--- src/rtl/mc_ctrl_pkg.sv ---
// mc_ctrl_pkg: state, opcode and select-line encodings for the multicycle control unit.
// MC_CTRL_HALT_EN makes opcode 1111 a legal halt instead of an illegal opcode.
package mc_ctrl_pkg;
    typedef enum logic [3:0] {
        S_FETCH, S_DECODE, S_EXEC_R, S_EXEC_I, S_WB_ALU, S_MEM_ADDR,
        S_MEM_RD, S_MEM_WB, S_MEM_WR, S_BRANCH, S_JUMP, S_HALT
    } state_t;
    localparam logic [3:0] OP_R = 4'h0, OP_ADDI = 4'h1, OP_ORI = 4'h2, OP_LW = 4'h3;
    localparam logic [3:0] OP_SW = 4'h4, OP_BEQ = 4'h5, OP_JMP = 4'h6, OP_HALT = 4'hf;
    localparam logic SRCA_PC = 1'b0, SRCA_REG = 1'b1;
    localparam logic [2:0] SRCB_REG2 = 3'b000, SRCB_ONE = 3'b001, SRCB_IMM = 3'b010;
    localparam logic [2:0] SRCB_SHL = 3'b011, SRCB_JMP = 3'b100;
    localparam logic [1:0] RD1_RT = 2'b00, RD1_BT = 2'b01, RD1_BASE = 2'b10;
    localparam logic [2:0] ALU_ADD = 3'b000, ALU_SUB = 3'b001, ALU_OR = 3'b010, ALU_FUNCT = 3'b111;
    localparam logic [1:0] PCS_ALU = 2'b00, PCS_ALUOUT = 2'b01, PCS_HOLD = 2'b10;
    typedef struct packed {
        logic       alusrc_a;
        logic [2:0] alusrc_b;
        logic [1:0] read1r;
        logic       read2r;
        logic       sign_ext;
        logic [2:0] alu_op;
        logic [1:0] pc_source;
        logic       pc_write;
        logic       pc_write_cond;
        logic       ir_write;
        logic       mem_read;
        logic       mem_write;
        logic       reg_write;
        logic       mem_to_reg;
    } ctrl_t;
    function automatic logic legal_op(input logic [3:0] op);
`ifdef MC_CTRL_HALT_EN
        return op <= OP_JMP || op == OP_HALT;
`else
        return op <= OP_JMP;
`endif
    endfunction
endpackage

--- src/rtl/mc_ctrl_if.sv ---
// mc_ctrl_if: control unit <-> datapath bundle; master is the control unit driving select lines.
interface mc_ctrl_if;
    logic [3:0] opcode;
    logic       mem_ready;
    logic       alu_zero;
    logic       C_ALUSrc_A;
    logic [2:0] C_ALUSrc_B;
    logic [1:0] C_RegDstRead1R;
    logic       C_RegDstRead2R;
    logic       C_SignExtend;
    logic [2:0] C_ALUOp;
    logic [1:0] C_PCSource;
    logic       C_PCWrite, C_PCWriteCond, C_IRWrite, C_MemRead, C_MemWrite, C_RegWrite, C_MemToReg;
    modport master (
        input  opcode, mem_ready, alu_zero,
        output C_ALUSrc_A, C_ALUSrc_B, C_RegDstRead1R, C_RegDstRead2R, C_SignExtend, C_ALUOp,
               C_PCSource, C_PCWrite, C_PCWriteCond, C_IRWrite, C_MemRead, C_MemWrite,
               C_RegWrite, C_MemToReg
    );
    modport slave (
        output opcode, mem_ready, alu_zero,
        input  C_ALUSrc_A, C_ALUSrc_B, C_RegDstRead1R, C_RegDstRead2R, C_SignExtend, C_ALUOp,
               C_PCSource, C_PCWrite, C_PCWriteCond, C_IRWrite, C_MemRead, C_MemWrite,
               C_RegWrite, C_MemToReg
    );
endinterface

--- src/rtl/mc_ctrl_decode.sv ---
// mc_ctrl_decode: combinational state -> datapath control decoder; reset forces everything low.
module mc_ctrl_decode
    import mc_ctrl_pkg::*;
(
    input  logic       reset,
    input  state_t     state,
    input  logic [3:0] opcode,
    input  logic       mem_ready,
    output ctrl_t      ctrl,
    output logic       illegal_op
);
    always_comb begin
        ctrl = '0;
        ctrl.pc_source = PCS_HOLD;
        case (state)
            S_FETCH: begin
                ctrl.mem_read = 1'b1;
                ctrl.alusrc_b = SRCB_ONE;
                ctrl.pc_source = PCS_ALU;
                ctrl.ir_write = mem_ready;
                ctrl.pc_write = mem_ready;
            end
            S_DECODE: ctrl.alusrc_b = SRCB_SHL;
            S_EXEC_R: begin
                ctrl.alusrc_a = SRCA_REG;
                ctrl.alu_op = ALU_FUNCT;
            end
            S_EXEC_I: begin
                ctrl.alusrc_a = SRCA_REG;
                ctrl.alusrc_b = SRCB_IMM;
                ctrl.sign_ext = opcode == OP_ADDI;
                ctrl.alu_op = opcode == OP_ADDI ? ALU_ADD : ALU_OR;
            end
            S_WB_ALU: ctrl.reg_write = 1'b1;
            S_MEM_ADDR: begin
                ctrl.alusrc_a = SRCA_REG;
                ctrl.read1r = RD1_BASE;
                ctrl.alusrc_b = SRCB_IMM;
                ctrl.sign_ext = 1'b1;
            end
            S_MEM_RD: ctrl.mem_read = 1'b1;
            S_MEM_WB: begin
                ctrl.reg_write = 1'b1;
                ctrl.mem_to_reg = 1'b1;
            end
            S_MEM_WR: begin
                ctrl.mem_write = 1'b1;
                ctrl.read2r = 1'b1;
            end
            S_BRANCH: begin
                ctrl.alusrc_a = SRCA_REG;
                ctrl.read1r = RD1_BT;
                ctrl.alu_op = ALU_SUB;
                ctrl.pc_write_cond = 1'b1;
                ctrl.pc_source = PCS_ALUOUT;
            end
            S_JUMP: begin
                ctrl.alusrc_b = SRCB_JMP;
                ctrl.pc_write = 1'b1;
                ctrl.pc_source = PCS_ALU;
            end
            default: ;
        endcase
        if (reset) ctrl = '0;
    end
    assign illegal_op = !reset && state == S_DECODE && !legal_op(opcode);
endmodule

--- src/rtl/mc_control_fsm.sv ---
// mc_control_fsm: multicycle control FSM (state register + next-state logic) for the 16-bit CPU.
// Define MC_CTRL_HALT_EN to make opcode 1111 enter a HALT state held until reset.
module mc_control_fsm
    import mc_ctrl_pkg::*;
(
    input  logic       clk,
    input  logic       reset,
    mc_ctrl_if.master  bus,
    output logic       illegal_op,
    output logic [3:0] state_o
);
    state_t state, nxt;
    ctrl_t  ctrl;
    always_ff @(posedge clk) state <= reset ? S_FETCH : nxt;
    always_comb begin
        nxt = state;
        case (state)
            S_FETCH: nxt = bus.mem_ready ? S_DECODE : S_FETCH;
            S_DECODE:
                case (bus.opcode)
                    OP_R:            nxt = S_EXEC_R;
                    OP_ADDI, OP_ORI: nxt = S_EXEC_I;
                    OP_LW, OP_SW:    nxt = S_MEM_ADDR;
                    OP_BEQ:          nxt = S_BRANCH;
                    OP_JMP:          nxt = S_JUMP;
`ifdef MC_CTRL_HALT_EN
                    OP_HALT:         nxt = S_HALT;
`endif
                    default:         nxt = S_FETCH;
                endcase
            S_EXEC_R, S_EXEC_I: nxt = S_WB_ALU;
            S_MEM_ADDR: nxt = bus.opcode == OP_LW ? S_MEM_RD : S_MEM_WR;
            S_MEM_RD: nxt = bus.mem_ready ? S_MEM_WB : S_MEM_RD;
            S_MEM_WR: nxt = bus.mem_ready ? S_FETCH : S_MEM_WR;
            S_HALT: nxt = S_HALT;
            default: nxt = S_FETCH;
        endcase
    end
    mc_ctrl_decode u_decode (
        .reset      (reset),
        .state      (state),
        .opcode     (bus.opcode),
        .mem_ready  (bus.mem_ready),
        .ctrl       (ctrl),
        .illegal_op (illegal_op)
    );
    assign bus.C_ALUSrc_A     = ctrl.alusrc_a;
    assign bus.C_ALUSrc_B     = ctrl.alusrc_b;
    assign bus.C_RegDstRead1R = ctrl.read1r;
    assign bus.C_RegDstRead2R = ctrl.read2r;
    assign bus.C_SignExtend   = ctrl.sign_ext;
    assign bus.C_ALUOp        = ctrl.alu_op;
    assign bus.C_PCSource     = ctrl.pc_source;
    assign bus.C_PCWrite      = ctrl.pc_write;
    assign bus.C_PCWriteCond  = ctrl.pc_write_cond;
    assign bus.C_IRWrite      = ctrl.ir_write;
    assign bus.C_MemRead      = ctrl.mem_read;
    assign bus.C_MemWrite     = ctrl.mem_write;
    assign bus.C_RegWrite     = ctrl.reg_write;
    assign bus.C_MemToReg     = ctrl.mem_to_reg;
    assign state_o = reset ? S_FETCH : state;
endmodule

--- src/flat_wrapper.sv ---
// flat-port wrapper written by rule: the top's interface ports become plain ports
module mc_control_fsm_flat import mc_ctrl_pkg::*;
  (clk, reset, illegal_op, state_o, bus_opcode, bus_mem_ready, bus_alu_zero, bus_C_ALUSrc_A, bus_C_ALUSrc_B, bus_C_RegDstRead1R, bus_C_RegDstRead2R, bus_C_SignExtend, bus_C_ALUOp, bus_C_PCSource, bus_C_PCWrite, bus_C_PCWriteCond, bus_C_IRWrite, bus_C_MemRead, bus_C_MemWrite, bus_C_RegWrite, bus_C_MemToReg);
  mc_ctrl_if bus_i ();
  input  logic clk;
  input  logic reset;
  output logic illegal_op;
  output logic [3:0] state_o;
  input wire logic [$bits(bus_i.opcode)-1:0] bus_opcode;
  input wire logic [$bits(bus_i.mem_ready)-1:0] bus_mem_ready;
  input wire logic [$bits(bus_i.alu_zero)-1:0] bus_alu_zero;
  output wire logic [$bits(bus_i.C_ALUSrc_A)-1:0] bus_C_ALUSrc_A;
  output wire logic [$bits(bus_i.C_ALUSrc_B)-1:0] bus_C_ALUSrc_B;
  output wire logic [$bits(bus_i.C_RegDstRead1R)-1:0] bus_C_RegDstRead1R;
  output wire logic [$bits(bus_i.C_RegDstRead2R)-1:0] bus_C_RegDstRead2R;
  output wire logic [$bits(bus_i.C_SignExtend)-1:0] bus_C_SignExtend;
  output wire logic [$bits(bus_i.C_ALUOp)-1:0] bus_C_ALUOp;
  output wire logic [$bits(bus_i.C_PCSource)-1:0] bus_C_PCSource;
  output wire logic [$bits(bus_i.C_PCWrite)-1:0] bus_C_PCWrite;
  output wire logic [$bits(bus_i.C_PCWriteCond)-1:0] bus_C_PCWriteCond;
  output wire logic [$bits(bus_i.C_IRWrite)-1:0] bus_C_IRWrite;
  output wire logic [$bits(bus_i.C_MemRead)-1:0] bus_C_MemRead;
  output wire logic [$bits(bus_i.C_MemWrite)-1:0] bus_C_MemWrite;
  output wire logic [$bits(bus_i.C_RegWrite)-1:0] bus_C_RegWrite;
  output wire logic [$bits(bus_i.C_MemToReg)-1:0] bus_C_MemToReg;
  assign bus_i.opcode = bus_opcode;
  assign bus_i.mem_ready = bus_mem_ready;
  assign bus_i.alu_zero = bus_alu_zero;
  assign bus_C_ALUSrc_A = bus_i.C_ALUSrc_A;
  assign bus_C_ALUSrc_B = bus_i.C_ALUSrc_B;
  assign bus_C_RegDstRead1R = bus_i.C_RegDstRead1R;
  assign bus_C_RegDstRead2R = bus_i.C_RegDstRead2R;
  assign bus_C_SignExtend = bus_i.C_SignExtend;
  assign bus_C_ALUOp = bus_i.C_ALUOp;
  assign bus_C_PCSource = bus_i.C_PCSource;
  assign bus_C_PCWrite = bus_i.C_PCWrite;
  assign bus_C_PCWriteCond = bus_i.C_PCWriteCond;
  assign bus_C_IRWrite = bus_i.C_IRWrite;
  assign bus_C_MemRead = bus_i.C_MemRead;
  assign bus_C_MemWrite = bus_i.C_MemWrite;
  assign bus_C_RegWrite = bus_i.C_RegWrite;
  assign bus_C_MemToReg = bus_i.C_MemToReg;
  mc_control_fsm u_core (.clk(clk), .reset(reset), .bus(bus_i), .illegal_op(illegal_op), .state_o(state_o));
endmodule
--- config.mk ---
export PLATFORM = sky130hd
export DESIGN_NAME = mc_control_fsm_flat
export DESIGN_NICKNAME = d
export VERILOG_FILES = /design/src/rtl/mc_ctrl_pkg.sv /design/src/rtl/mc_ctrl_if.sv /design/src/rtl/mc_ctrl_decode.sv /design/src/rtl/mc_control_fsm.sv /design/src/flat_wrapper.sv
export SDC_FILE = /design/constraint.sdc
export NUM_CORES = 1
export LEC_CHECK = 0
export BUFFER_PORTS_ARGS = -buffer_cell sky130_fd_sc_hd__buf_2
export CORE_ASPECT_RATIO = 1.5
export CORE_MARGIN = 4
export CORE_UTILIZATION = 35
export CTS_CLUSTER_DIAMETER = 30
export DETAILED_ROUTE_END_ITERATION = 7
export PLACE_DENSITY = 0.73
export SKIP_LAST_GASP = 1
export SYNTH_ARGS = -nofsm -noshare
export SYNTH_HDL_FRONTEND = slang
export SYNTH_HIERARCHICAL = 1
export SYNTH_SLANG_ARGS = --single-unit
--- constraint.sdc ---
create_clock -name clk -period 3 [get_ports clk]
set_input_delay 0.45 -clock clk [delete_from_list [all_inputs] [get_ports clk]]
set_output_delay 0.45 -clock clk [all_outputs]
set_load 0.005 [all_outputs]
# --- Word-level counts from Yosys, hierarchy flattened ---
# Cells that the tools add are included.
# W data, S select, Z words.
op_classes:
  magnitude_cmp: 1
  eq_ne: 17
  mux: 22
  reduce_logical: 14
ops:
  columns: ["op", "count"]
  rows:
  - ["$eq A4 B3 Y1 const B", 7]
  - ["$pmux W4 S7", 1]
  - ["$mux W20", 1]
  - ["$pmux W4 S5", 1]
  - ["$eq A4 B2 Y1 const B", 4]
  - ["$eq A4 B4 Y1 const B", 4]
  - ["$reduce_or A2 Y1", 7]
  - ["$mux W4", 3]
  - ["$pmux W3 S4", 1]
  - ["$mux W1", 9]
  - ["$pmux W3 S3", 1]
  - ["$eq A4 B1 Y1 const B", 2]
  - ["$logic_not A4 Y1", 2]
  - ["$pmux W2 S2", 2]
  - ["$le A4 B3 Y1 const B", 1]
  - ["$pmux W1 S2", 2]
  - ["$reduce_or A4 Y1", 1]
  - ["$logic_and A1 B1 Y1", 2]
  - ["$logic_not A1 Y1", 2]
  - ["$mux W2", 1]
totals:
  regBits: 4
  inputBits: 8
  out_inout_bits: 25
  wordCells: 55

# --- Depth between registers and ports, before layout ---
logic_depth:
  word_depth: 4
  mapped_depth: 5
  depth_no_buf: 4

# --- Modules after synthesis ---
# The synthesis kept the hierarchy.
modules_own_cells:
  columns: ["module", "n_inst", "cells_each", "area_each_um2", "seq_area_each_um2"]
  rows:
  - ["mc_ctrl_decode", 1, 50, 392.9, 0.0]
  - ["mc_control_fsm", 1, 45, 327.8, 80.1]

# --- Least setup slack after synthesis ---
# OpenSTA, ideal clock, no wires.
synth_timing:
  path_type: "reg2out"
  startpoint: "reg u_core.state[2]"
  endpoint: "out bus_C_RegDstRead2R"
  arrival_ps: 1088
  required_time_ps: 2550
  setup_slack_ps: 1462
  stages_incl_launch_ff: 6
  cell_sequence: "dfxtp_1 > buf_6 > nor2_4 > nand2_1 > nor3_1 > buf_4"
synth_between:
  elab_chain_cells: 3
synth_lines:
  columns: ["item", "line", "text"]
  rows:
  - ["from (decl)", "mc_control_fsm.sv:12", "state_t state, nxt;"]
  - ["from (signal assigned)", "mc_control_fsm.sv:14", "always_ff @(posedge clk) state <= reset ? S_FETCH : nxt;"]
  - ["$eq A4 B4 Y1", "mc_ctrl_decode.sv:15", "case (state)"]
  - ["$mux W1", "mc_ctrl_decode.sv:15", null]
  - ["$mux W20", "mc_ctrl_decode.sv:64", "if (reset) ctrl = '0;"]
  - ["to (decl)", "flat_wrapper.sv:15", "output wire logic [$bits(bus_i.C_RegDstRead2R)-1:0] bus_C_RegDstRead2R;"]
# Every way passes these cells.

# --- Final worst setup path ---
layout_timing:
  startpoint: "reg u_core.state[0]"
  endpoint: "out bus_C_ALUOp[0]"
layout_between:
  elab_chain_cells: 3
  elab_cells_between_ends: 5
layout_lines:
  columns: ["item", "line", "text"]
  rows:
  - ["$eq A4 B4 Y1 or $eq A4 B2 Y1 (tied branches)", "mc_ctrl_decode.sv:15", null]
  - ["$pmux W3 S3 *", "mc_ctrl_decode.sv:15", null]
  - ["$mux W20 *", "mc_ctrl_decode.sv:64", null]
  - ["to (decl)", "flat_wrapper.sv:17", "output wire logic [$bits(bus_i.C_ALUOp)-1:0] bus_C_ALUOp;"]
# Mark *: on every way between the ends. The rest lies on a longest branch, timed or not.

==> impl_results.md <==
* Outcome: finished, final reports clean
* Crit share post-route at 0.741
* CP required at 2550 ps
* Biggest register: u_core/state
* Worst skew pair latency at 230 ps
* Total negative setup slack at 0 ps
* Ys async rst share at 0
* Worst Tran Pin Value at 871 ps
* Vias in the first global route at 733
* Dpl hpwl at 1390 microns
* Sequential fraction of the synthesis area at 0.111
* Crit path launch type: flop
* Slowest CP cell: dfxtp_1
* CP bufs+invs at 1
* IO Count at 33
* Max FFs per register at 4
* Initial antenna violation count at 0
* Synth area leaders: dfxtp_1, buf_6, nor2_1
* Final Skew at 4.69 ps
* Drc violations at 0
* Clock Tree Buf Depth at 2
* DRT Pass-1 Iters at 4
* Hold Crit Start: bus_opcode[2]
* Root Driver: clkbuf_4
* Post-Place Cells at 140
* GPL Wtd Cong at 0.818
* Layout cell share with drive strength beyond 1 at 0.434
* Sequential standard cell area at 80.1 sq um
* Multi-input gate area at 557 sq um
* Syn nets at 103
* Most frequent cell after synthesis: nor2_1
* Slew margin rel. at 0.419
* Top cell type's share of synthesized area at 0.111
* Largest net degree at the start of global routing at 24
* CTS Hold Bufs at 0
* Clock transition at the registers of the reported paths at 40 ps
* Worst hold path class: primary input to flop
* TritonCTS clock tree: built
* First-pass GRT wire length at 3220 microns
* Syn-to-layout area delta at 19.8%
* CP Launch Point: u_core/state[0]
* Syn Inst Count at 95
* DIE AREA at 2860 sq um
* DR vias at 783
* Pwr Total at 0.202 mW
* Die Y at 63.6 microns
* Final setup violation count at 0
* Worst path cell trace: nand2b_4, mux2_4, nor3_2, buf_2
* Max_cap viols at 0
* Initial Utilization at 0.379
* Post-synth EDFFs at 0
* Tmin final at 2220 ps
* Synth Register Bits at 4
* Crit-path max FO at 23
* Slack of the critical path at 777 ps
* Ys Warns at 6
* Yosys cell types at 41
* Finished Core Util at 0.454
* Mapped Avg Cell Area at 7.59 sq um
* PortBufs at 31
* CTS buffer count at 3
* Row cnt at 19
* Family with the most delay on the worst path: flip-flops
* CP Capture Type: output pin
* Layout Cells excl Fill at 143
* CP max stage delay at 880 ps
* Post-CTS resize count at 0
* Chip width at 45.1 microns
* Power density cells at 234 nW/um^2
* Leak at 0.388 nW
* R2R setup slack at 1150 ps
* Core area at 1900 sq um
* N_diodes at 0
* Worst VDD drop at 0.323 mV
* Top Registers: u_core/state (4)
* WP data arrival at 1770 ps
* Fin. Hold Viols at 0
* Pre-CTS WS at 1010 ps
* CTS H-tree lvls at 1
* Vias/cell at 5.48
* Commonest cells post-synth: nor2_1, nand2_1, a21oi_1
* Post-DRT Antenna Nets at 0
* Mapped cell area at 721 sq um
* Ys flop type: dfxtp_1
* Fmax achieved at 450 MHz
* GRT overflow at 0
* Reg2reg start: u_core/state[0]
* Post-CTS Setup Bufs at 0
* Max-slew violations at 0
* Fill count at 220
* WL final at 1860 microns
* Crit path kind: flop to output pin
* Area leader, netlist: dfxtp_1
* Final nets at 132
* Clk sink count at 4
* Initial DRC count at 8
* Wire per inst at 13.0 microns
* RSZ-0062 raised after global routing: false
* Overall routing resource usage at 0.142
power by group:
part           total, mW  internal (mW)  switching [mW]  leakage, nW
Sequential        0.0693         0.0557          0.0137       0.0325
Combinational     0.0679         0.0333          0.0346        0.342
Clock             0.0645         0.0446          0.0199       0.0138
Total              0.202          0.134          0.0682        0.388
cell families (layout without fill, tap and decap cells):
group / Yosys count / after routing / share of synthesized area
simple gates: 56 / 56 / 0.533
compound gates: 19 / 19 / 0.182
buf+inv: 12 / 39 / 0.116
flops: 4 / 4 / 0.111
xor+xnor: 3 / 3 / 0.0365
mux: 1 / 1 / 0.0208
layer usage:
| metal | up-vias | GRT usage | part of all wire |
|---|---|---|---|
| met2 | 38 | 0.222 | 0.47 |
| met1 | 349 | 0.196 | 0.43 |
| met3 | 0 | 0.0513 | 0.10 |
| met4 | 0 | 0 | 0 |
| met5 | - | 0 | 0 |
| li1 | 396 | - | - |
cells in the final DEF, fill, tap and decap left out, types with 4 or more instances in the layout:
cell type	count
a21oi_1	5
a31oi_1	4
buf_2	31
dfxtp_1	4
nand2_1	9
nor2_1	12
nor2b_1	4
nor4_1	4
final cells by class:
class	count	share of cell area
Tap cell	21	0.0304
Timing Repair Buffer	32	0.188
Inverter	4	0.0174
Sequential cell	4	0.0928
Clock buffer	3	0.0261
Multi-Input combinational cell	79	0.645
worst register-to-register path: cells and delay by family, from the launching register on:
kind | cells | cell delay (ps)
flip-flops | 1 | 880
AND/OR/NAND/NOR | 3 | 710
AO/OA/AOI/OAI | 1 | 190
metrics by stage:
| stage | cell area (sq um) | hold slack (ps) |
|---|---|---|
| detailed placement | 841 | 793 |
| global route | 863 | 596 |
| floorplan | 721 | 518 |
| global placement | 841 | 764 |
| CTS | 863 | 583 |
| finish | 863 | 591 |
path summary, 6_finish.rpt:
check        cells after the start         endpoint
max                              4   bus_C_ALUOp[0]
min                              3  u_core/state[3]
max reg2reg                      4  u_core/state[3]
min reg2reg                      1  u_core/state[2]
No activity file was read; power rests on OpenSTA's default activity.
